## src/rtl/staggered_add_seq.sv

```systemverilog
// staggered_add_seq: WIDTH-bit adder evaluated one nibble per clock, LSB first,
// through a single shared 4-bit carry-lookahead slice (cla4bit).
// Optional signed-overflow output enabled by defining STAG_ADD_OVF_EN.

module cla4bit (
  input  logic [3:0] a,
  input  logic [3:0] b,
  input  logic       ci,
  output logic [3:0] s,
  output logic       co
);

  logic [3:0] g;
  logic [3:0] p;
  logic [3:0] c;

  // Generate/propagate lookahead carries for one nibble
  always_comb begin
    g    = a & b;
    p    = a ^ b;
    c[0] = ci;
    c[1] = g[0] | (p[0] & ci);
    c[2] = g[1] | (p[1] & g[0]) | (p[1] & p[0] & ci);
    c[3] = g[2] | (p[2] & g[1]) | (p[2] & p[1] & g[0]) | (p[2] & p[1] & p[0] & ci);
    co   = g[3] | (p[3] & g[2]) | (p[3] & p[2] & g[1]) | (p[3] & p[2] & p[1] & g[0])
         | (p[3] & p[2] & p[1] & p[0] & ci);
    s    = p ^ c;
  end

endmodule

module staggered_add_seq #(
  parameter int unsigned WIDTH = 32
) (
  input  logic             clk,
  input  logic             rst,
  input  logic             in_valid,
  output logic             in_ready,
  input  logic [WIDTH-1:0] a,
  input  logic [WIDTH-1:0] b,
  input  logic             ci,
  output logic             out_valid,
  input  logic             out_ready,
  output logic [WIDTH-1:0] sum,
`ifdef STAG_ADD_OVF_EN
  output logic             ovf,
`endif
  output logic             co
);

  localparam int unsigned NSL = WIDTH / 4;
  localparam int unsigned IW  = (NSL > 1) ? $clog2(NSL) : 1;

  localparam logic [1:0] S_IDLE = 2'd0;
  localparam logic [1:0] S_RUN  = 2'd1;
  localparam logic [1:0] S_DONE = 2'd2;

  logic [1:0]       state;
  logic [1:0]       state_nxt;
  logic [WIDTH-1:0] ra;
  logic [WIDTH-1:0] rb;
  logic             cr;
  logic [IW-1:0]    idx;
  logic [3:0]       sl_a;
  logic [3:0]       sl_b;
  logic [3:0]       sl_s;
  logic             sl_co;
  logic             last;
  logic             accept;

  // Select the operand nibbles for the current slice
  always_comb begin
    sl_a   = ra[{idx, 2'b00} +: 4];
    sl_b   = rb[{idx, 2'b00} +: 4];
    last   = (idx == IW'(NSL - 1));
    accept = in_valid && in_ready;
  end

  cla4bit u_cla (
    .a  (sl_a),
    .b  (sl_b),
    .ci (cr),
    .s  (sl_s),
    .co (sl_co)
  );

  // Next-state logic
  always_comb begin
    state_nxt = state;
    case (state)
      S_IDLE:  if (accept) state_nxt = S_RUN;
      S_RUN:   if (last) state_nxt = S_DONE;
      S_DONE:  if (out_valid && out_ready) state_nxt = S_IDLE;
      default: state_nxt = S_IDLE;
    endcase
  end

  // State register with handshake flags decoded from the next state
  always_ff @(posedge clk or posedge rst) begin
    if (rst) begin
      state     <= S_IDLE;
      in_ready  <= 1'b0;
      out_valid <= 1'b0;
    end else begin
      state     <= state_nxt;
      in_ready  <= (state_nxt == S_IDLE);
      out_valid <= (state_nxt == S_DONE);
    end
  end

  // Operand capture and per-slice accumulation of sum and carry
  always_ff @(posedge clk or posedge rst) begin
    if (rst) begin
      ra  <= '0;
      rb  <= '0;
      cr  <= 1'b0;
      idx <= '0;
      sum <= '0;
      co  <= 1'b0;
`ifdef STAG_ADD_OVF_EN
      ovf <= 1'b0;
`endif
    end else begin
      if (state == S_IDLE && accept) begin
        ra  <= a;
        rb  <= b;
        cr  <= ci;
        idx <= '0;
      end else if (state == S_RUN) begin
        sum[{idx, 2'b00} +: 4] <= sl_s;
        cr                     <= sl_co;
        idx                    <= idx + IW'(1);
        if (last) begin
          co  <= sl_co;
`ifdef STAG_ADD_OVF_EN
          ovf <= (ra[WIDTH-1] == rb[WIDTH-1]) && (sl_s[3] != ra[WIDTH-1]);
`endif
        end
      end
    end
  end

endmodule

```

## config.mk

```make
export PLATFORM = sky130hd
export DESIGN_NAME = staggered_add_seq
export DESIGN_NICKNAME = d
export VERILOG_FILES = /design/src/rtl/staggered_add_seq.sv
export SDC_FILE = /design/constraint.sdc
export NUM_CORES = 1
export LEC_CHECK = 0
export CORE_MARGIN = 10
export CORE_UTILIZATION = 46
export CTS_BUF_LIST = sky130_fd_sc_hd__clkbuf_2 sky130_fd_sc_hd__clkbuf_4 sky130_fd_sc_hd__clkbuf_8
export DETAILED_ROUTE_END_ITERATION = 8
export PLACE_DENSITY = 0.74
export REMOVE_ABC_BUFFERS = 1
export SETUP_SLACK_MARGIN = 0.5
export SYNTH_ARGS = -nofsm -noshare
export SYNTH_HDL_FRONTEND = slang
export SYNTH_HIERARCHICAL = 1
export SYNTH_SLANG_ARGS = --single-unit
```

## constraint.sdc

```tcl
create_clock -name clk -period 6.05 [get_ports clk]
set_clock_uncertainty 0.2 [all_clocks]
set_input_delay 0.9075 -clock clk [delete_from_list [all_inputs] [get_ports clk]]
set_output_delay 0.9075 -clock clk [all_outputs]
set_load 0.1 [all_outputs]
```

==> out/results.tsv, run 1 <==
metric	value	unit
cts_sinks	105	
fin_hold_ws	0.2955	ns
synthesis.area	0.004796	mm²
die_y	122.1	µm
critical_path.max_fanout	19	
wl_met1	4733	µm
crit_top_cell	nand2_1	
tns	0	ns
antenna_found_initial	0	
finalCritPeriodShare	56.07	%
clock_latency	0.36	ns
cts_resized	0	
wl_per_cell	17.70	µm
clk_path_buf_depth	2	
critPathKind	reg -> reg	
htree_num_levels	3	
core-area	0.01023	mm²
synth_warnings	6	
route.met2.wl	4528	µm
fillers	824	
ys_ff_latch	105	
fmax	0.2948	GHz
fin_nets	509	
seq_area_frac_synth	54.79	%
gp_congestion	0.7624	
slew_headroom	29.69	%
cts_root_buf	clkbuf_8	
syn_inst	329	
synth_top_flop_cell	dfrtp_1	
critPathLaunchType	flop	
vias	2939	
route.detailed.drc	0	
async_flop_share	100.0	%
antenna_left	0	
fin_cells	571	
syn_area_per_cell	14.58	µm²
synth-edff-count	0	
hpwl	7588	µm
synth.top_cell.area_share	54.79	%
cts_tree	done	
cts_setup_buffers	0	
ios	104	
drive_gt1_share	29.43	%
cp_slowest_cell	dfrtp_1	
finalSetupViolations	0	
totalWireLength	10110	µm
die_area	0.01491	mm²
worstPathCellList	mux4_2 > nand2_1 > nand2_1 > ha_1 > a21o_1 > a31o_1 > xor2_1 > nor2b_1 > mux2_2	
cts_hold_buf	0	
hold_viol_final	0	
clk_pin_slew	0.11	ns
worst_pin_slew	1.055	ns
wl_met3	765	µm
rows	37	
drv_cap	0	
critPathMaxStageDelay	0.97	ns
port_buffers	103	
synth_top_area_cell	dfrtp_1	
die_w	122.1	µm
first_global_vias	3285	
outcome	complete, no violations	
dr.pass1.iters	4	
synth.area.top_cells	dfrtp_1 55%, mux2_2 19%, mux4_2 7.5%, nand2_1 2.7%, ha_1 2.3%	
rsz0062_at_grt	false	
hold_class	reg -> reg	
grt_pass1_wl	16770	µm
grt_max_degree	72	
cp.required	6.16	ns
fin_crit	3.392	ns
crit_path_end_kind	flop	
area_growth	27.58	%
final-max-slew-violation-count	0	
dp_cells	555	
yosysUniqueCellTypes	40	
track_usage	13.94	%
n_antenna_cell	0	
r2r_slack	2.66	ns
dr.max_layer_used	met4	
floorplan.initialDensity	46.88	%
grt.overflow.total	0	
cts_buffers	9	
first_iter_violations	116	
via_per_inst	5.147	
crit_arrival	3.51	ns
==> worst paths after layout <==
path | cells after the start | start | end
max | 9 | idx[2] | sum[31]
min | 1 | rb[6] | rb[6]
max reg2reg | 9 | idx[2] | sum[31]
min reg2reg | 1 | rb[6] | rb[6]
max in group asynchronous | 3 | rst | rb[12]
min in group asynchronous | 2 | rst | sum[7]
==> critical path, delay by kind of cell, from the launching register on <==
kind	cells	cell delay [ns]
adder cells (fa/ha/maj)	1	0.32
AND/OR/NAND/NOR	3	0.34
multiplexers	2	0.74
XOR/XNOR	1	0.39
flip-flops	1	0.97
AO/OA/AOI/OAI	2	0.39
==> cell usage after synthesis (all sizes together) (3+ instances only) <==
| library cell | instances |
|---|---|
| a21o | 5 |
| and4bb | 3 |
| buf | 14 |
| dfrtp | 105 |
| ha | 9 |
| inv | 12 |
| mux2 | 93 |
| mux2i | 4 |
| mux4 | 16 |
| nand2 | 34 |
| nor2 | 3 |
| nor2b | 7 |
==> routing by layer <==
| metal | GRT usage, % | up-vias |
|---|---|---|
| met5 | 0 | - |
| met4 | 3.240 | 0 |
| met3 | 4.440 | 7 |
| met2 | 21.67 | 82 |
| met1 | 18.67 | 1479 |
| li1 | - | 1371 |
==> logic make-up (layout without fill, tap and decap cells) <==
| group | Yosys count | count (layout) | synth area share (%) |
|---|---|---|---|
| fa+ha+maj | 10 | 10 | 2.766 |
| flops | 105 | 105 | 54.79 |
| simple gates | 57 | 57 | 6.600 |
| mux | 113 | 113 | 30.50 |
| xor+xnor | 3 | 3 | 0.5480 |
| buf+inv | 28 | 134 | 2.791 |
| compound gates | 13 | 13 | 2.009 |
==> through the flow <==
| stage | cell area [µm²] | utilization [%] | setup WS [ns] |
|---|---|---|---|
| 2_1_floorplan | 4711 | - | 2.182 |
| 4_1_cts | 6118 | 59.80 | 2.610 |
| 3_5_place_dp | 5933 | 57.99 | 2.597 |
| 5_1_grt | 6118 | 59.80 | 2.379 |
| 6_report | 6118 | 59.80 | 2.658 |
| 3_3_place_gp | 5933 | 57.99 | 2.662 |
==> cell type report <==
type | count | area [µm²] | area share [%]
inverters | 13 | 51.30 | 0.8384
flip-flops and latches | 105 | 2628 | 42.94
clock inverters | 6 | 47.55 | 0.7771
well taps | 136 | 170.2 | 2.781
repair buffers | 105 | 1046 | 17.10
multi-input cells | 196 | 2038 | 33.31
clock buffers | 10 | 137.6 | 2.249
==> cells in the final DEF, fill, tap and decap left out, types with 4 or more instances in the layout <==
| master | n |
|---|---|
| a21o_1 | 5 |
| clkbuf_8 | 10 |
| clkdlybuf4s50_1 | 103 |
| dfrtp_1 | 105 |
| ha_1 | 9 |
| inv_1 | 10 |
| inv_6 | 4 |
| mux2_1 | 8 |
| mux2_2 | 81 |
| mux2_4 | 4 |
| mux2i_1 | 4 |
| mux4_2 | 16 |
| nand2_1 | 34 |
| nor2b_1 | 7 |
==> sequential cells by signal, summed over array words and instances (netlist names) <==
| name | flops |
|---|---|
| rb | 32 |
| in_ready | 1 |
| co | 1 |
| ra | 32 |
| idx | 3 |
| cr | 1 |
| sum | 32 |
| out_valid | 1 |
| state | 2 |
Power of run 1 is left out: the tool's default activity adds up to more than one toggle a clock period on the data nets, which glitch-free logic cannot reach.
==> run 2: changes to the inputs <==
--- a/config.mk
+++ b/config.mk
@@ -9,7 +9,7 @@
 export CORE_UTILIZATION = 46
 export CTS_BUF_LIST = sky130_fd_sc_hd__clkbuf_2 sky130_fd_sc_hd__clkbuf_4 sky130_fd_sc_hd__clkbuf_8
 export DETAILED_ROUTE_END_ITERATION = 8
-export PLACE_DENSITY = 0.74
+export PLACE_DENSITY = 0.76
 export REMOVE_ABC_BUFFERS = 1
 export SETUP_SLACK_MARGIN = 0.5
 export SYNTH_ARGS = -nofsm -noshare
==> constraint.sdc (replaced) <==
create_clock -name clk -period 3.05 [get_ports clk]
set_clock_uncertainty 0.2 [all_clocks]
set_input_delay 0.4575 -clock clk [delete_from_list [all_inputs] [get_ports clk]]
set_output_delay 0.4575 -clock clk [all_outputs]
set_load 0.1 [all_outputs]
==> out/results.tsv, run 2 (synthesis gave the netlist of run 1 again) <==
metric	value	unit	change
wl_per_cell	18.75	µm	+5.9%
cp.required	3.13	ns	-3.03 ns
grt_max_degree	49		-32%
route.detailed.drc	0		unchanged
reg.largest.list	ra: 32 flops, rb: 32 flops, sum: 32 flops		
outcome	complete, no violations		
crit_path_end_kind	flop		
critPathKind	reg -> reg		
worstRegToRegCells	11		+2
hold_depth	1		unchanged
wl_met3	870	µm	+14%
r2r-end	sum[31]		
antenna_left	0		unchanged
die_area	0.01491	mm²	unchanged
rsz0062_at_grt	true		
drv_cap	0		unchanged
cts_hold_buf	0		unchanged
cts_sinks	105		unchanged
crit_arrival	2.97	ns	-0.54 ns
n_antenna_cell	0		unchanged
finalCritPeriodShare	94.99	%	+39 points
clk_path_buf_depth	2		unchanged
final_common_cell	dfrtp_1		
first_iter_violations	149		+28%
wl_met1	4763	µm	+0.63%
dr.pass1.iters	4		unchanged
dr.max_layer_used	met4		
dp_cells	570		+2.7%
r2r_slack	0.15	ns	-2.50 ns
track_usage	15.30	%	+1.4 points
cts_root_buf	clkbuf_8		
setup.worst_path.start	idx[0]		
via_per_inst	5.217		+1.4%
worst_slack	0.1529	ns	-2.505 ns
final-max-slew-violation-count	0		unchanged
htree_num_levels	3		unchanged
die_y	122.1	µm	unchanged
clk_pin_slew	0.10	ns	about the same
gp_congestion	0.7606		-0.24%
hold_start	rb[5]		
fmax	0.3452	GHz	+17%
antenna_found_initial	0		unchanged
fin_cells	595		+4.2%
grt.overflow.total	0		unchanged
die_w	122.1	µm	unchanged
area_growth	34.75	%	
place_ws	0.1027	ns	-2.495 ns
slew_headroom	59.65	%	+30 points
hold_viol_final	0		unchanged
holdPathEnd	rb[5]		
fin_hold_ws	0.2894	ns	-0.006100 ns
finalSetupViolations	0		unchanged
mostFrequentLayoutCells	104 x dfrtp_1, 79 x mux2_2, 68 x clkdlybuf4s50_1		
port_buffers	103		unchanged
clock_latency	0.38	ns	+0.02 ns
hold_class	reg -> reg		
reg2reg_from	idx[0]		
fin_crit	2.897	ns	-0.4952 ns
cts_tree	done		
worst_pin_slew	0.6053	ns	-0.4493 ns
totalWireLength	11160	µm	+10%
critPathLaunchType	flop		
hpwl	8270	µm	+9.0%
fin_nets	533		+4.7%
cts_buffers	9		unchanged
floorplan.initialDensity	46.88	%	unchanged
vias	3104		+5.6%
grt_pass1_wl	17980	µm	+7.2%
rows	37		unchanged
critical_path.max_fanout	8		-11
core-area	0.01023	mm²	unchanged
route.met2.wl	5415	µm	+20%
ios	104		unchanged
first_global_vias	3435		+4.6%
tns	0	ns	unchanged
drive_gt1_share	45.97	%	+17 points
## run 2: changes by cell type in the layout (fill, tap and decap cells not counted), sizes merged
cell	previous run	this run
inv	16	14
clkdlybuf4s50	103	68
bufinv	0	2
clkbuf	10	9
clkinvlp	1	2
buf	2	61
## run 2: per-layer routing
metal	track usage, %	vias to the layer above
li1	-	1428
met1	19.19	1583
met2	24.26	83
met3	6.059	10
met4	3.903	0
met5	0	-
## run 2: what timing repair did
action                     CTS  global route
setup buffers                4             5
pin swaps                    9            18
setup endpoints to repair   29            34
gates resized for setup     16            19
## run 2: critical path, stage by stage, from the launching register on
cell and delay (ns):
dfrtp_1 0.44, buf_6 0.15, mux4_2 0.51, nand2_2 0.09, nand2_2 0.07, ha_4 0.23, a21o_1 0.19, a31o_1 0.22
xor2_1 0.15, buf_4 0.17, nor2b_4 0.13, mux2_4 0.26
## run 2: per-stage QoR
step | cell area [µm²] | util (%)
after global placement | 6008 | 58.73
after detailed placement | 6008 | 58.73
after global routing | 6462 | 63.17
after CTS | 6352 | 62.09
after floorplan | 4711 | -
final | 6462 | 63.17
## run 2: worst max-delay path by stage
stage	slack [ns]	endpoint	depth (start not counted)
CTS	0.15	sum[31]	12
global placement	0.14	sum[31]	11
global route	0.1	sum[31]	11
finish	0.15	sum[31]	11
floorplan	-0.46	ra[0]	2
detailed placement	0.10	sum[31]	11
## run 2: layout make-up
type                    instances  area (µm²)
fillers                       772        3769
flip-flops and latches        105        2629
multi-input cells             196        2171
repair buffers                129        1215
well taps                     136       170.2
clock buffers                   9       123.9
clock inverters                 7       101.3
inverters                      13       52.55
Power of run 2 is left out for the same reason.
